==> config.mk <==
export PLATFORM = sky130hd
export DESIGN_NAME = fft_frame_ctrl
export DESIGN_NICKNAME = d
export VERILOG_FILES = /design/src/rtl/fft_frame_ctrl.sv
export SDC_FILE = /design/constraint.sdc
export NUM_CORES = 1
export LEC_CHECK = 0
export ABC_AREA = 0
export CAP_MARGIN = 20
export CORE_AREA = 2 2 428 430
export CTS_BUF_LIST = sky130_fd_sc_hd__clkbuf_4 sky130_fd_sc_hd__clkbuf_8 sky130_fd_sc_hd__clkbuf_16
export DETAILED_ROUTE_END_ITERATION = 6
export DIE_AREA = 0 0 430 432
export GPL_TIMING_DRIVEN = 0
export PLACE_DENSITY = 0.49
export SYNTH_ARGS = -nofsm -noshare
export SYNTH_HDL_FRONTEND = slang
export SYNTH_SLANG_ARGS = --single-unit
==> constraint.sdc <==
create_clock -name clk -period 2.1 [get_ports clk]
set_input_delay 0.315 -clock clk [delete_from_list [all_inputs] [get_ports clk]]
set_output_delay 0.315 -clock clk [all_outputs]
set_load 0.01 [all_outputs]
==> src/rtl/fft_frame_ctrl.sv <==
// Frame controller for the 16-point combinational FFT: fills a 16-sample frame, launches the core,
// captures its results after CORE_LAT cycles and streams them out in natural bin order.
module fft_frame_ctrl #(
   parameter int unsigned CORE_LAT = 4,
   parameter bit          BITREV   = 1'b1
) (
   input  logic         clk,
   input  logic         rst_n,
   input  logic         in_valid,
   input  logic [15:0]  in_data,
   output logic         in_ready,
   output logic [511:0] core_in,
   output logic         core_start,
   input  logic [511:0] core_out,
   output logic         out_valid,
   input  logic         out_ready,
   output logic [31:0]  out_data,
   output logic [3:0]   out_idx,
   output logic         out_last,
   output logic         busy
);
   localparam logic [3:0] LatLast = 4'(CORE_LAT);

   logic [15:0] buf_q [16];
   logic [31:0] res_q [16];
   logic [3:0]  wr_cnt_q, rd_cnt_q, lat_cnt_q;
   logic        buf_full_q, calc_q, res_valid_q;
   logic        accept, launch, capture, beat;
   logic [3:0]  rd_slot;

   function automatic logic [3:0] bitrev4(input logic [3:0] v);
      return {v[0], v[1], v[2], v[3]};
   endfunction

   always_comb begin
      accept  = in_valid && !buf_full_q;
      launch  = buf_full_q && !calc_q && !res_valid_q;
      capture = calc_q && (lat_cnt_q == LatLast);
      beat    = res_valid_q && out_ready;
      rd_slot = BITREV ? bitrev4(rd_cnt_q) : rd_cnt_q;
   end

   // Imag field of every input slot is zero; only the real half is stored.
   for (genvar k = 0; k < 16; k++) begin : g_slot
      assign core_in[32*k +: 32] = {buf_q[k], 16'h0000};
   end

   assign in_ready   = !buf_full_q;
   assign core_start = launch;
   assign out_valid  = res_valid_q;
   assign out_idx    = rd_cnt_q;
   assign out_data   = res_q[rd_slot];
   assign out_last   = res_valid_q && (rd_cnt_q == 4'hf);
   assign busy       = buf_full_q || calc_q || res_valid_q;

   always_ff @(posedge clk or negedge rst_n) begin
      if (!rst_n) begin
         for (int k = 0; k < 16; k++) buf_q[k] <= '0;
      end else if (accept) begin
         buf_q[wr_cnt_q] <= in_data;
      end
   end

   always_ff @(posedge clk or negedge rst_n) begin
      if (!rst_n) begin
         for (int k = 0; k < 16; k++) res_q[k] <= '0;
      end else if (capture) begin
         for (int k = 0; k < 16; k++) res_q[k] <= core_out[32*k +: 32];
      end
   end

   always_ff @(posedge clk or negedge rst_n) begin
      if (!rst_n) begin
         wr_cnt_q    <= '0;
         rd_cnt_q    <= '0;
         lat_cnt_q   <= '0;
         buf_full_q  <= 1'b0;
         calc_q      <= 1'b0;
         res_valid_q <= 1'b0;
      end else begin
         if (accept) begin
            wr_cnt_q <= wr_cnt_q + 4'd1;
            if (wr_cnt_q == 4'hf) buf_full_q <= 1'b1;
         end
         if (launch) begin
            calc_q    <= 1'b1;
            lat_cnt_q <= 4'd1;
         end else if (calc_q) begin
            lat_cnt_q <= lat_cnt_q + 4'd1;
         end
         // Releasing the buffer here lets the next frame fill while results drain.
         if (capture) begin
            calc_q      <= 1'b0;
            buf_full_q  <= 1'b0;
            res_valid_q <= 1'b1;
         end
         if (beat) begin
            rd_cnt_q <= rd_cnt_q + 4'd1;
            if (rd_cnt_q == 4'hf) res_valid_q <= 1'b0;
         end
      end
   end

endmodule

==> parameters.txt, run 1 <==
Parameter                              Value

Run status
  Result of the run    finished with violations
  Violations in the final reports    negative hold slack, negative setup slack

Clocking
  Clock tree from TritonCTS    done
  Clock-pin slew on the worst setup and hold paths    around 0.060 ns
  Maximum buffer depth of the clock tree    3
  Total CTS buffers    96
  Root buffer cell    sky130_fd_sc_hd__clkbuf_16
  Total number of clock tree sinks    a little under 800
  Insertion delay of the later-clocked pin in the worst-skew pair    between 0.7 and 0.8 ns
  Depth of the CTS H-tree    3

STA
  Hold_ws    -0.4585 ns
  Worst slew margin relative to its limit    0.3386
  Measured slew at the worst slew-check pin    0.9921 ns
  Setup Viol. Count Final    33
  Setup repair after global routing missed its margin    true
  Shortest clock period the worst path allows after layout    3.041 ns
  Worst path setup slack after routing    -0.9412 ns
  Final Hold Vio Count    80
  Highest clock rate    between 300 and 400 MHz
  Final-report max-slew violation count    0
  Final worst path period share    1.448
  Final clock skew    0.03372 ns

Critical path
  Critical Path Source    out_idx[3]
  Data arrival time of the worst path    2.73 ns
  FF-to-FF Start    buf_full_q
  Worst path bufs/invs    4
  Startpoint Class    register
  Critical-path top delay cell    sky130_fd_sc_hd__dfrtp_2
  Kind of cell adding the most delay to the critical path    buffers and inverters
  Worst setup path class    register to output port
  Critical path required time    ~1.8 ns
  Maximum cell stage delay along the critical path    0.42 ns
  Critical-path maximum fanout    10
  Crit. End Element    output port
  List of cells traversed by the critical path    buf_12 -> buf_16 -> buf_6 -> mux2_2 -> o221ai_4 -> o22ai_2 -> buf_2

Synth
  Fraction of synthesized cell area taken by the top area cell type    0.5525
  Share of synthesized flip-flops with an asynchronous set or reset    1.000
  Synthesized cell area    35460 um2
  Number of enable flip-flop cells after synthesis    0
  Top FF cell, synth    sky130_fd_sc_hd__dfrtp_1
  Number of instances in the synthesized netlist    ~2400
  Fraction of the yosys area taken by sequential cells    0.5525
  Synthesized flop and latch total    783
  Mapped Avg Cell Area    between 10 and 15 um2
  Yosys synthesis warning count    0
  Count of unique library cells instantiated by Yosys    43
  Largest cells by area after synthesis    sky130_fd_sc_hd__dfrtp_1 55%, sky130_fd_sc_hd__mux2_2 26%, sky130_fd_sc_hd__buf_4 5.5%
  Biggest area consumer among synthesized cells    sky130_fd_sc_hd__dfrtp_1

Cells and area
  Area growth from synthesis to final layout    52.57%
  Number of filler instances in the final layout    roughly 19000
  Number of standard cells in the final layout excluding fillers    6129
  Layout net count    4176
  Multi-input combinational cell area    between 15000 and 20000 um2
  Share of layout cells above drive strength 1    0.4553
  Reg area    roughly 20000 um2
  Final Cell Area    between 50000 and 60000 um2
  Fraction of the core area covered by cells at the end of the flow    0.2978

Placed design
  Cell Area, Placed    47950 um2
  Post-Place Setup Slack    -2.171 ns
  Routability congestion estimate from global placement    0.7917
  Placed insts    around 5900
  IO Port Bufs    828
  Half-perimeter wire length after placement    123400 um

GRT
  Global-route wire length before repair    between 200000 and 250000 um
  Aggregate global routing overflow    0
  Busiest layer in global routing    met2
  Antenna violations before repair    64
  Routing usage on met3    0.04979
  All-Layer GR Usage    0.1639
  Vias in the first global route    24920
  Maximum number of pins on one net before global-route repair    about 120
  Global Route met2 Usage    0.3070
  GRT met1 Usage    0.1655

Power
  PD cells    1578 nW/um2
  Leakage    around 23 nW
  Max VDD drop    between 0.0006 and 0.0007 V
  Overall power after layout    roughly 85 mW

Floorplan
  Core Rows    between 150 and 200
  Die outline area    between 150000 and 200000 um2
  Overall die height    about 430 um
  Initial Utilization    0.1952
  Width of the chip    ~430 um
  Top Ports    between 1000 and 1500
  Area of the core    181700 um2

Routing
  Routed Antenna Nets    0
  Routed vias    roughly 24000
  First DRT Iteration DRCs    915
  Detailed-router iteration count before antenna repair    4
  Number of vias per cell    3.911
  Wire length after detailed routing    between 150000 and 200000 um
  Post-detailed-route DRC marker count    0
  Per-cell routed wire length    25.64 um

Worst hold path
  HP Class    input port to async pin

Flow run
  Max_cap viols    0
## metrics by stage
stage	setup TNS, ns	hold WS (ns)
floorplan	0	0.01941
global placement	-	0.4825
detailed placement	-452.90	0.3408
CTS	-35.77	-0.4973
global route	-32.44	-0.4619
finish	-28.04	-0.4585
## final timing paths
| check | to | slack [ns] | depth (start not counted) |
|---|---|---|---|
| setup / recovery | out_data[13] | -0.94 | 7 |
| hold / removal | core_in[315] | -0.46 | 1 |
| setup reg to reg | core_in[282] | 0.05 | 6 |
| hold reg to reg | res_q[83] | 0.50 | 1 |
| max in group asynchronous | res_q[435] | 0.28 | 4 |
| min in group clk | res_q[341] | 0.18 | 2 |
## cells in the mapped netlist (4+ instances only)
library cell,n
sky130_fd_sc_hd__mux4_2,64
sky130_fd_sc_hd__dfrtp_1,783
sky130_fd_sc_hd__buf_4,260
sky130_fd_sc_hd__nor2_1,66
sky130_fd_sc_hd__buf_6,6
sky130_fd_sc_hd__buf_1,4
sky130_fd_sc_hd__nor2_2,8
sky130_fd_sc_hd__nand2_1,8
sky130_fd_sc_hd__xnor2_1,5
sky130_fd_sc_hd__buf_2,91
sky130_fd_sc_hd__mux2_4,22
sky130_fd_sc_hd__mux2i_1,64
sky130_fd_sc_hd__mux2_2,812
sky130_fd_sc_hd__clkbuf_1,46
sky130_fd_sc_hd__ha_1,7
sky130_fd_sc_hd__inv_1,5
sky130_fd_sc_hd__o221ai_1,32
sky130_fd_sc_hd__o22ai_1,32
sky130_fd_sc_hd__a221o_1,32
## sequential cells by signal, summed over array words and instances, names as in the netlist
name,count
buf_full_q,1
res_q,512
core_in,256
out_valid,1
lat_cnt_q,4
calc_q,1
out_idx,4
wr_cnt_q,4
## worst reg2reg max path, stage by stage, from the launching register on
cell	delay (ns)
sky130_fd_sc_hd__dfrtp_1	0.37
sky130_fd_sc_hd__buf_6	0.15
sky130_fd_sc_hd__buf_4	0.13
sky130_fd_sc_hd__or3b_4	0.40
sky130_fd_sc_hd__nor2_4	0.25
sky130_fd_sc_hd__buf_6	0.24
sky130_fd_sc_hd__mux2_2	0.35
## repair_timing
| action | 4_1_cts | 5_1_grt |
|---|---|---|
| setup endpoints to repair | 697 | 449 |
| gates cloned | 5 | 7 |
| pin swaps | 49 | 40 |
| gates resized for setup | 627 | 117 |
| buffers inserted | 36 | 18 |
| hold endpoints to repair | 80 | 80 |
## routing by layer
layer / vias up / share of wire
met1: 12190 / 0.34
met5: - / 0.0026
li1: 10670 / -
met3: 248 / 0.069
met2: 801 / 0.55
met4: 64 / 0.036
## final cells by class
cell class | instances | share of cell area
diodes | 28 | 0.001295
plain buffers | 405 | 0.06894
clock buffers | 146 | 0.05502
clock inverters | 31 | 0.005897
inverters | 5 | 0.0003469
multi-input cells | 1445 | 0.2786
flip-flops and latches | 783 | 0.3623
well taps | 2385 | 0.05516
repair buffers | 901 | 0.1725
## logic make-up (layout without fill, tap and decap cells)
group | count (synthesis) | in the layout | share of synthesized area
AO/OA/AOI/OAI | 101 | 101 | 0.02350
AND/OR/NAND/NOR | 111 | 111 | 0.01694
buffers and inverters | 414 | 1488 | 0.07660
adder cells (fa/ha/maj) | 7 | 7 | 0.002470
multiplexers | 962 | 962 | 0.3259
other | 1 | 284 | 0.0001057
flip-flops | 783 | 783 | 0.5525
XOR/XNOR | 8 | 8 | 0.001976
## placed cells by master, fill, tap and decap left out, drive strengths merged, types with 64 or more instances in the layout
cell type / instances
clkdlybuf4s50: 770
nor2: 76
clkbuf: 196
buf: 466
mux2i: 64
dfrtp: 783
mux4: 64
conb: 256
mux2: 834
## report_power, final
group | internal [mW] | switching [mW] | leakage [nW]
logic | 21.6 | 19.6 | 12.2
registers | 22.7 | 4.10 | 9.34
clock network | 10.1 | 7.21 | 1.66
total | 54.4 | 30.9 | 23.2
Power figures use the tool's default switching activity.
==> run 2, diff against run 1 <==
--- a/config.mk
+++ b/config.mk
@@ -5,7 +5,6 @@
 export SDC_FILE = /design/constraint.sdc
 export NUM_CORES = 1
 export LEC_CHECK = 0
-export ABC_AREA = 0
 export CAP_MARGIN = 20
 export CORE_AREA = 2 2 428 430
 export CTS_BUF_LIST = sky130_fd_sc_hd__clkbuf_4 sky130_fd_sc_hd__clkbuf_8 sky130_fd_sc_hd__clkbuf_16
==> results of run 2 <==
No change in the layout: final DEF, timing and power equal those of run 1.
==> run 3, diff against run 2 <==
--- a/config.mk
+++ b/config.mk
@@ -11,6 +11,7 @@
 export DETAILED_ROUTE_END_ITERATION = 6
 export DIE_AREA = 0 0 430 432
 export GPL_TIMING_DRIVEN = 0
+export HOLD_SLACK_MARGIN = 0.1
 export PLACE_DENSITY = 0.49
 export SYNTH_ARGS = -nofsm -noshare
 export SYNTH_HDL_FRONTEND = slang
==> parameters.txt, run 3 (synthesis results as in run 1) <==
Parameter                              Value

Run status
  Result of the run    finished with violations
  Violations in the final reports    negative hold slack, negative setup slack

STA
  Final clock skew    0.03412 ns
  Measured slew at the worst slew-check pin    roughly 1.0 ns
  Hold_ws    -0.4492 ns
  Final worst path period share    1.445
  Setup Viol. Count Final    33
  Final-report max-slew violation count    0
  Shortest clock period the worst path allows after layout    roughly 3.0 ns
  Worst slew margin relative to its limit    0.3269
  Final Hold Vio Count    80
  Setup TNS    -27.83 ns
  Highest clock rate    around 330 MHz
  Setup repair after global routing missed its margin    true
  Worst path setup slack after routing    -0.9351 ns

Routing
  Detailed-router iteration count before antenna repair    4
  Number of vias per cell    about 3.9
  Per-cell routed wire length    approximately 25 um
  First DRT Iteration DRCs    887
  Routed vias    24450
  Post-detailed-route DRC marker count    0
  Routed Antenna Nets    0
  Wire length after detailed routing    approximately 160000 um

Cells and area
  Area growth from synthesis to final layout    57.23%
  Number of filler instances in the final layout    18520
  Share of layout cells above drive strength 1    0.4358
  Number of standard cells in the final layout excluding fillers    6290
  Final Cell Area    ~56000 um2
  Most common cell after layout, fill and taps aside    sky130_fd_sc_hd__mux2_2
  Reg area    around 20000 um2
  Multi-input combinational cell area    between 15000 and 20000 um2
  Register ranked first by flip-flop count    res_q
  Layout net count    about 4300
  Highest-count cells in the layout ignoring fill and taps    792 x sky130_fd_sc_hd__mux2_2, 779 x sky130_fd_sc_hd__dfrtp_1, 770 x sky130_fd_sc_hd__clkdlybuf4s50_1
  Max reg flops    512

GRT
  Vias in the first global route    roughly 26000
  Antenna violations before repair    a little over 40
  Busiest layer in global routing    met2
  All-Layer GR Usage    0.1649
  GRT met1 Usage    0.1708
  Global Route met2 Usage    0.3140
  Global-route wire length before repair    211700 um
  Maximum number of pins on one net before global-route repair    around 120
  Aggregate global routing overflow    0
  Routing usage on met3    0.04198

Floorplan
  Area of the core    about 180000 um2
  Core Rows    around 160
  Width of the chip    430 um
  Initial Utilization    0.1952
  Overall die height    432 um
  Top Ports    1085
  Die outline area    about 190000 um2

Power
  Switching fraction of total power    0.3616
  Max VDD drop    between 0.0006 and 0.0007 V
  Overall power after layout    approximately 86 mW
  Internal power contribution    ~55 mW
  Switching pwr    roughly 31 mW
  Leakage    roughly 24 nW
  PD cells    about 1500 nW/um2
  Combinational Power Share    0.485
  Sequential fraction of design power    0.313
  Portion of total power attributed to the clock network    0.202

Clocking
  Clock-pin slew on the worst setup and hold paths    0.06 ns
  Total number of clock tree sinks    roughly 800
  Maximum buffer depth of the clock tree    3
  Insertion delay of the later-clocked pin in the worst-skew pair    roughly 0.7 ns
  Total CTS buffers    between 90 and 100
  Depth of the CTS H-tree    3
  Clock tree from TritonCTS    done
  Hold buffer count at CTS    roughly 170
  Root buffer cell    sky130_fd_sc_hd__clkbuf_16

Critical path
  Data arrival time of the worst path    roughly 2.7 ns
  Crit. End Element    output port
  Worst setup path class    register to output port
  FF-to-FF Start    buf_full_q
  Critical-path maximum fanout    10
  Startpoint Class    register
  Critical path required time    roughly 1.8 ns
  Register-to-Register Path Depth    5
  Reg-to-reg setup timing slack    around 0.08 ns
  Endpoint of the most critical register-to-register path    core_in[218]

Placed design
  Half-perimeter wire length after placement    approximately 120000 um
  Routability congestion estimate from global placement    around 0.79
  Cell Area, Placed    roughly 48000 um2
  Placed insts    roughly 5900
  IO Port Bufs    roughly 830

Worst hold path
  HP Class    input port to async pin

Flow run
  Max_cap viols    0
## run 3: per-layer routing
| layer | share of wire | routed length (um) |
|---|---|---|
| met1 | 0.35 | 55760 |
| met3 | 0.059 | 9256 |
| met2 | 0.55 | 87250 |
| met5 | 0.0012 | 192 |
| met4 | 0.032 | 5107 |
## run 3: timing repair
action	CTS	global route
resized for setup	627	116
buffers inserted	36	18
hold endpoints to repair	248	80
pin swaps	49	41
cloned	5	7
endpoints found under the setup margin	697	448
## run 3: power groups by stage
stage               clock, mW  sequential [mW]  combinational, mW
finish                   17.3             26.8               41.5
global route             18.6             27.7               44.0
CTS                      17.9             26.8               41.2
detailed placement          0             27.0               36.6
global placement            0             27.0               36.0
floorplan                   0             26.7               17.6
## run 3: worst max-delay path by stage
stage,startpoint,cells after the start,slack [ns],end
finish,out_idx[3],7,-0.94,out_data[13]
floorplan,out_idx[3],6,0.12,out_data[10]
detailed placement,out_idx[1],6,-2.17,out_data[18]
CTS,out_idx[3],8,-1.14,out_data[22]
global placement,rst_n,1,-38.42,res_q[402]
global route,out_idx[3],7,-1.07,out_data[18]
## run 3: area by class of cell
class | instances | share of cell area
antenna | 20 | 0.0008976
buffer | 405 | 0.06665
clock buffer | 146 | 0.05339
clock inverter | 31 | 0.005722
inverter | 5 | 0.0003366
multi-input combinational | 1445 | 0.2704
sequential | 783 | 0.3516
tap | 2385 | 0.05352
timing repair buffer | 1070 | 0.1975
## run 3: critical path, cell delays in order (launching register included)
cell and delay, ns:
sky130_fd_sc_hd__dfrtp_2 0.42, sky130_fd_sc_hd__buf_12 0.16, sky130_fd_sc_hd__buf_16 0.18, sky130_fd_sc_hd__buf_6 0.18, sky130_fd_sc_hd__mux2_2 0.38, sky130_fd_sc_hd__o221ai_4 0.34, sky130_fd_sc_hd__o22ai_2 0.14, sky130_fd_sc_hd__buf_2 0.17
## run 3: metrics by stage
step / utilization / setup WS (ns)
2_1_floorplan: - / 0.1177
3_3_place_gp: 0.2625 / -38.42
3_5_place_dp: 0.2639 / -2.171
4_1_cts: 0.3027 / -1.140
5_1_grt: 0.3068 / -1.072
6_report: 0.3068 / -0.9351
